## src/rtl/ddr3_seq_arb_pkg.sv

```systemverilog
// Shared constants for the sequencer RAM arbiter: port ids and arbitration modes.
package ddr3_seq_arb_pkg;

  typedef enum logic {
    PORT0 = 1'b0,
    PORT1 = 1'b1
  } port_id_e;

  localparam int unsigned PRIO_RR    = 0;
  localparam int unsigned PRIO_FIXED = 1;

endpackage

```

## src/rtl/ddr3_seq_arb2_grant.sv

```systemverilog
// Two-way grant logic: round-robin, or port-0 fixed priority with a starvation guard for port 1.
module ddr3_seq_arb2_grant
  import ddr3_seq_arb_pkg::*;
#(
  parameter int unsigned PRIO_MODE    = PRIO_RR,
  parameter int unsigned STARVE_LIMIT = 8
) (
  input  logic clk,
  input  logic reset,
  input  logic i_req0,
  input  logic i_req1,
  output logic o_grant0,
  output logic o_grant1
);

  port_id_e   r_last;
  port_id_e   w_last_nxt;
  logic [7:0] r_starve;
  logic [7:0] w_starve_nxt;
  logic       w_pick1;

  always_ff @(posedge clk) begin
    if (reset) begin
      r_last   <= PORT1;
      r_starve <= '0;
    end else begin
      r_last   <= w_last_nxt;
      r_starve <= w_starve_nxt;
    end
  end

  always_comb begin
    w_pick1      = 1'b0;
    o_grant0     = 1'b0;
    o_grant1     = 1'b0;
    w_last_nxt   = r_last;
    w_starve_nxt = r_starve;

    // w_pick1 only matters when both ports request in the same cycle
    if (PRIO_MODE == PRIO_FIXED) begin
      w_pick1 = (r_starve == 8'(STARVE_LIMIT));
    end else begin
      w_pick1 = (r_last == PORT0);
    end

    if (!reset) begin
      if (i_req0 && i_req1) begin
        o_grant0 = ~w_pick1;
        o_grant1 = w_pick1;
      end else begin
        o_grant0 = i_req0;
        o_grant1 = i_req1;
      end
    end

    if (o_grant1) begin
      w_last_nxt = PORT1;
    end else if (o_grant0) begin
      w_last_nxt = PORT0;
    end

    if (PRIO_MODE == PRIO_FIXED) begin
      if (o_grant1 || !i_req1) begin
        w_starve_nxt = '0;
      end else if (o_grant0) begin
        w_starve_nxt = r_starve + 8'd1;
      end
    end
  end

endmodule

```

## src/rtl/ddr3_seq_ram_arbiter.sv

```systemverilog
// Shares the sequencer's single-port byte-enabled RAM between two Avalon-MM masters,
// muxing the granted port onto the RAM and routing 1-cycle-latency read data back.
module ddr3_seq_ram_arbiter
  import ddr3_seq_arb_pkg::*;
#(
  parameter int unsigned ADDR_W       = 9,
  parameter int unsigned DATA_W       = 32,
  parameter int unsigned PRIO_MODE    = PRIO_RR,
  parameter int unsigned STARVE_LIMIT = 8
) (
  input  logic                  clk,
  input  logic                  reset,
  input  logic [ADDR_W-1:0]     s0_address,
  input  logic [DATA_W/8-1:0]   s0_byteenable,
  input  logic                  s0_read,
  input  logic                  s0_write,
  input  logic [DATA_W-1:0]     s0_writedata,
  output logic                  s0_waitrequest,
  output logic [DATA_W-1:0]     s0_readdata,
  output logic                  s0_readdatavalid,
  input  logic [ADDR_W-1:0]     s1_address,
  input  logic [DATA_W/8-1:0]   s1_byteenable,
  input  logic                  s1_read,
  input  logic                  s1_write,
  input  logic [DATA_W-1:0]     s1_writedata,
  output logic                  s1_waitrequest,
  output logic [DATA_W-1:0]     s1_readdata,
  output logic                  s1_readdatavalid,
  output logic [ADDR_W-1:0]     ram_address,
  output logic [DATA_W/8-1:0]   ram_byteenable,
  output logic [DATA_W-1:0]     ram_writedata,
  output logic                  ram_chipselect,
  output logic                  ram_write,
  output logic                  ram_clken,
  input  logic [DATA_W-1:0]     ram_readdata
);

  logic     w_req0;
  logic     w_req1;
  logic     w_grant0;
  logic     w_grant1;
  logic     w_rd_acc;
  logic     r_rd_vld;
  port_id_e r_rd_id;

  assign w_req0 = s0_read | s0_write;
  assign w_req1 = s1_read | s1_write;

  ddr3_seq_arb2_grant #(
    .PRIO_MODE    (PRIO_MODE),
    .STARVE_LIMIT (STARVE_LIMIT)
  ) u_grant (
    .clk      (clk),
    .reset    (reset),
    .i_req0   (w_req0),
    .i_req1   (w_req1),
    .o_grant0 (w_grant0),
    .o_grant1 (w_grant1)
  );

  // A request with both read and write set is executed as a write
  always_comb begin
    ram_address    = '0;
    ram_byteenable = '0;
    ram_writedata  = '0;
    ram_write      = 1'b0;
    if (w_grant1) begin
      ram_address    = s1_address;
      ram_writedata  = s1_writedata;
      ram_write      = s1_write;
      ram_byteenable = s1_write ? s1_byteenable : '1;
    end else if (w_grant0) begin
      ram_address    = s0_address;
      ram_writedata  = s0_writedata;
      ram_write      = s0_write;
      ram_byteenable = s0_write ? s0_byteenable : '1;
    end
  end

  assign ram_chipselect = w_grant0 | w_grant1;
  assign ram_clken      = 1'b1;
  assign w_rd_acc       = ram_chipselect & ~ram_write;

  always_ff @(posedge clk) begin
    if (reset) begin
      r_rd_vld <= 1'b0;
      r_rd_id  <= PORT0;
    end else begin
      r_rd_vld <= w_rd_acc;
      r_rd_id  <= w_grant1 ? PORT1 : PORT0;
    end
  end

  // Gating with reset drops a read that was accepted just before reset asserted
  assign s0_waitrequest   = reset | (w_req0 & ~w_grant0);
  assign s1_waitrequest   = reset | (w_req1 & ~w_grant1);
  assign s0_readdatavalid = ~reset & r_rd_vld & (r_rd_id == PORT0);
  assign s1_readdatavalid = ~reset & r_rd_vld & (r_rd_id == PORT1);
  assign s0_readdata      = ram_readdata;
  assign s1_readdata      = ram_readdata;

endmodule

```

## config.mk

```make
export PLATFORM = sky130hd
export DESIGN_NAME = ddr3_seq_ram_arbiter
export DESIGN_NICKNAME = d
export VERILOG_FILES = /design/src/rtl/ddr3_seq_arb_pkg.sv /design/src/rtl/ddr3_seq_arb2_grant.sv /design/src/rtl/ddr3_seq_ram_arbiter.sv
export SDC_FILE = /design/constraint.sdc
export NUM_CORES = 1
export LEC_CHECK = 0
export BUFFER_PORTS_ARGS = -buffer_cell sky130_fd_sc_hd__buf_2
export CORE_AREA = 2 2 95 97
export CTS_CLUSTER_SIZE = 20
export DETAILED_ROUTE_END_ITERATION = 8
export DIE_AREA = 0 0 97 99
export GPL_ROUTABILITY_DRIVEN = 0
export PLACE_DENSITY_LB_ADDON = 0.25
export SLEW_MARGIN = 20
export SYNTH_ARGS = -nofsm -noshare
export SYNTH_HDL_FRONTEND = slang
export SYNTH_HIERARCHICAL = 1
export SYNTH_SLANG_ARGS = --single-unit
```

## constraint.sdc

```tcl
create_clock -name clk -period 4.1 [get_ports clk]
set_clock_uncertainty 0.1 [all_clocks]
set_input_delay 0 -clock clk [delete_from_list [all_inputs] [get_ports clk]]
set_output_delay 0 -clock clk [all_outputs]
set_load 0.02 [all_outputs]
```

==> impl_metrics.tcl <==
set metrics [dict create \
    cts_buffers 3 \
    swShare 0.470 \
    ctsRootBufferMaster "clkbuf_8" \
    grt_antenna_before_repair 0 \
    hold_viol_final 0 \
    syn_area_per_cell_um2 7.98 \
    p_int_mw 0.221 \
    via_count 1488 \
    grt_remaining_overflow 0 \
    grt_pass1_vias 1316 \
    grtUsageTotal 0.0693 \
    status "finished, final reports clean" \
    dpl.hpwl_um 2920 \
    start_kind "input port" \
    reg2reg_to "r_rd_vld" \
    firstDrtPassIters 4 \
    ys_ff_latch 3 \
    synth_area_mm2 0.00123 \
    final_cell_count_no_fill 372 \
    syn_inst 154 \
    hold_depth 3 \
    period_share 0.676 \
    cts_resized 0 \
    rows 34 \
    critPathArrivalTime_ns 2.67 \
    nets 393 \
    cts.htree.levels 1 \
    grt_start_max_net_pins 51 \
    p_seq_frac 0.077 \
    post-route-util 0.226 \
    die_h_um 99 \
    dp_cells 333 \
    syn_to_final_growth_pct 57.5 \
    drtIter0Drc 17 \
    synth-edff-count 0 \
    synth_top_cell_by_area "buf_4" \
    hold_end "r_rd_vld" \
    nFillCells 949 \
    fp.coreArea_mm2 0.00855 \
    start_util 0.144 \
    critPathMaxStageDelay_ns 0.60 \
    dieWidth_um 97 \
    p_total_mw 0.418 \
    finalSetupViolations 0 \
    clk_latency_ns 0.21 \
    pre_cts_ws_ns 1.65 \
    synthFlopType "dfxtp_1" \
    routedWlPerCell_um 10.9 \
    pwr-share-clk 0.203 \
    tns_ns 0 \
    via_per_inst 4.00 \
    cts_tree "yes" \
    switching_power_mw 0.197 \
    synthTopCellsByArea "buf_4 (40%), a22o_1 (32%), buf_6 (5.5%)" \
    power_density_mw_per_mm2 216 \
    pin_count 244 \
    cts_buffer_depth 2 \
    cp_slowest_cell "nor2b_4" \
    reg2reg_depth 4 \
    ir_worst_vdd_v 0.000105 \
    cp.required_ns 4.00 \
    routed_wl_um 4050 \
    critPathCaptureType "primary output" \
    synth_top_area_frac 0.403 \
    path_max_fanout 50 \
    r2r-start "u_grant/r_last" \
    grt_pass1_wl_um 5720 \
    period_minus_slack_ns 2.77 \
    synth-async-reset-ratio 0 \
    pwr-share-comb 0.720 \
    cts.sinks 3 \
    path_class "input port to primary output" \
    die-area_mm2 0.00960 \
    ant_nets 0 \
    p_leak_nw 1.09 \
    clkTransAtPathRegs_ns 0.03 \
    crit_chain "dlygate4sd3_1 -> buf_2 -> or2_1 -> and3b_2 -> nor2b_4 -> buf_16 -> a22o_1 -> buf_2" \
    fin_area_mm2 0.00194 \
    rsz0062_at_grt "no" \
    setup_slack_ns 1.33 \
    io_buffers 146 \
    relSlewSlack 0.359 \
    timing.fmax_ghz 0.361 \
    min_from "s0_write" \
    yosysSeqAreaShare 0.0489 \
    hp-class "input port to flop" \
    ys_warn_count 6 \
    critical_path.most_common_cell "buf_2" \
    drc_errors 0 \
    drive_above_1_share 0.580 \
    placed_area_mm2 0.00152 \
    diodes 0 \
    holdWs_ns 0.0591 \
    finalMaxSlewViolations 0 \
    cap_violations 0 \
    rrSetupSlack_ns 2.27 \
    syn_nets 282 \
    synth_cell_types 21 \
    critPathLaunch "s1_write" \
    worst_slew_pin_slew_ns 0.962 \
]
-- cells in the mapped netlist, types with 2 or more instances --
master and instances:
buf_4 66, a22o_1 45, buf_6 6, nand2_1 4, nand2b_1 4, or2b_1 4, a21o_1 3, buf_2 3
dfxtp_1 3, or2_1 3, and3b_1 2, nor3b_1 2
-- cell usage in the layout, fill, tap and decap left out, types with 2 or more instances in the layout --
cell type and instances:
a21o_1 3, a22o_1 45, buf_2 146, clkbuf_8 3, dfxtp_1 3, dlygate4sd3_1 34, nand2_1 4, nand2b_1 4
nor3b_1 2, or2_1 3, or2b_1 4
-- kinds of logic after synthesis --
logic type,share of synthesized area
buffers and inverters,0.477
AND/OR/NAND/NOR,0.122
other,0.00305
flip-flops,0.0489
AO/OA/AOI/OAI,0.349
-- area by class of cell --
cell class                 instances  area [um2]  share of cell area
clock buffer                       4        45.0              0.0233
inverter                           2        7.51             0.00388
timing repair buffer             181        1100               0.568
sequential                         3        60.1              0.0310
multi-input combinational         74         589               0.304
tap                              108         135              0.0698
-- worst max path at each step --
stage,end,depth (start not counted)
after floorplan,ram_address[0],7
after global placement,ram_address[1],6
after detailed placement,ram_address[4],6
after CTS,ram_address[4],7
after global routing,ram_address[1],8
final,ram_address[1],8
-- flip-flops by register name, indices dropped and copies added (netlist names) --
register and cells:
r_rd_vld 1, r_rd_id 1, u_grant/r_last 1
-- worst max-delay path: cells and delay by family --
kind                   cells  cell delay [ns]
AOI/OAI and AO/OA          1             0.15
and+or+nand+nor            3             1.41
buffers and inverters      4             1.09
-- timing repair --
item / CTS / global route
endpoints found under the hold margin: 67 / 0
buffers inserted: 0 / 0
hold buffers: 34 / 0
-- metal layers --
metal | up-vias | share of wire | track usage
met5 | - | 0 | 0
met4 | 0 | 0 | 0.0195
met3 | 0 | 0.11 | 0.0128
met2 | 134 | 0.55 | 0.149
met1 | 648 | 0.33 | 0.0655
li1 | 706 | - | -
-- power by group through the flow --
stage	clock [mW]	combinational, mW	sequential (mW)
final	0.0847	0.301	0.0322
after floorplan	0	0.230	0.0323
after detailed placement	0	0.223	0.0325
after CTS	0.0883	0.299	0.0321
after global routing	0.0904	0.322	0.0324
after global placement	0	0.223	0.0325
(Power assumes the default switching activity.)
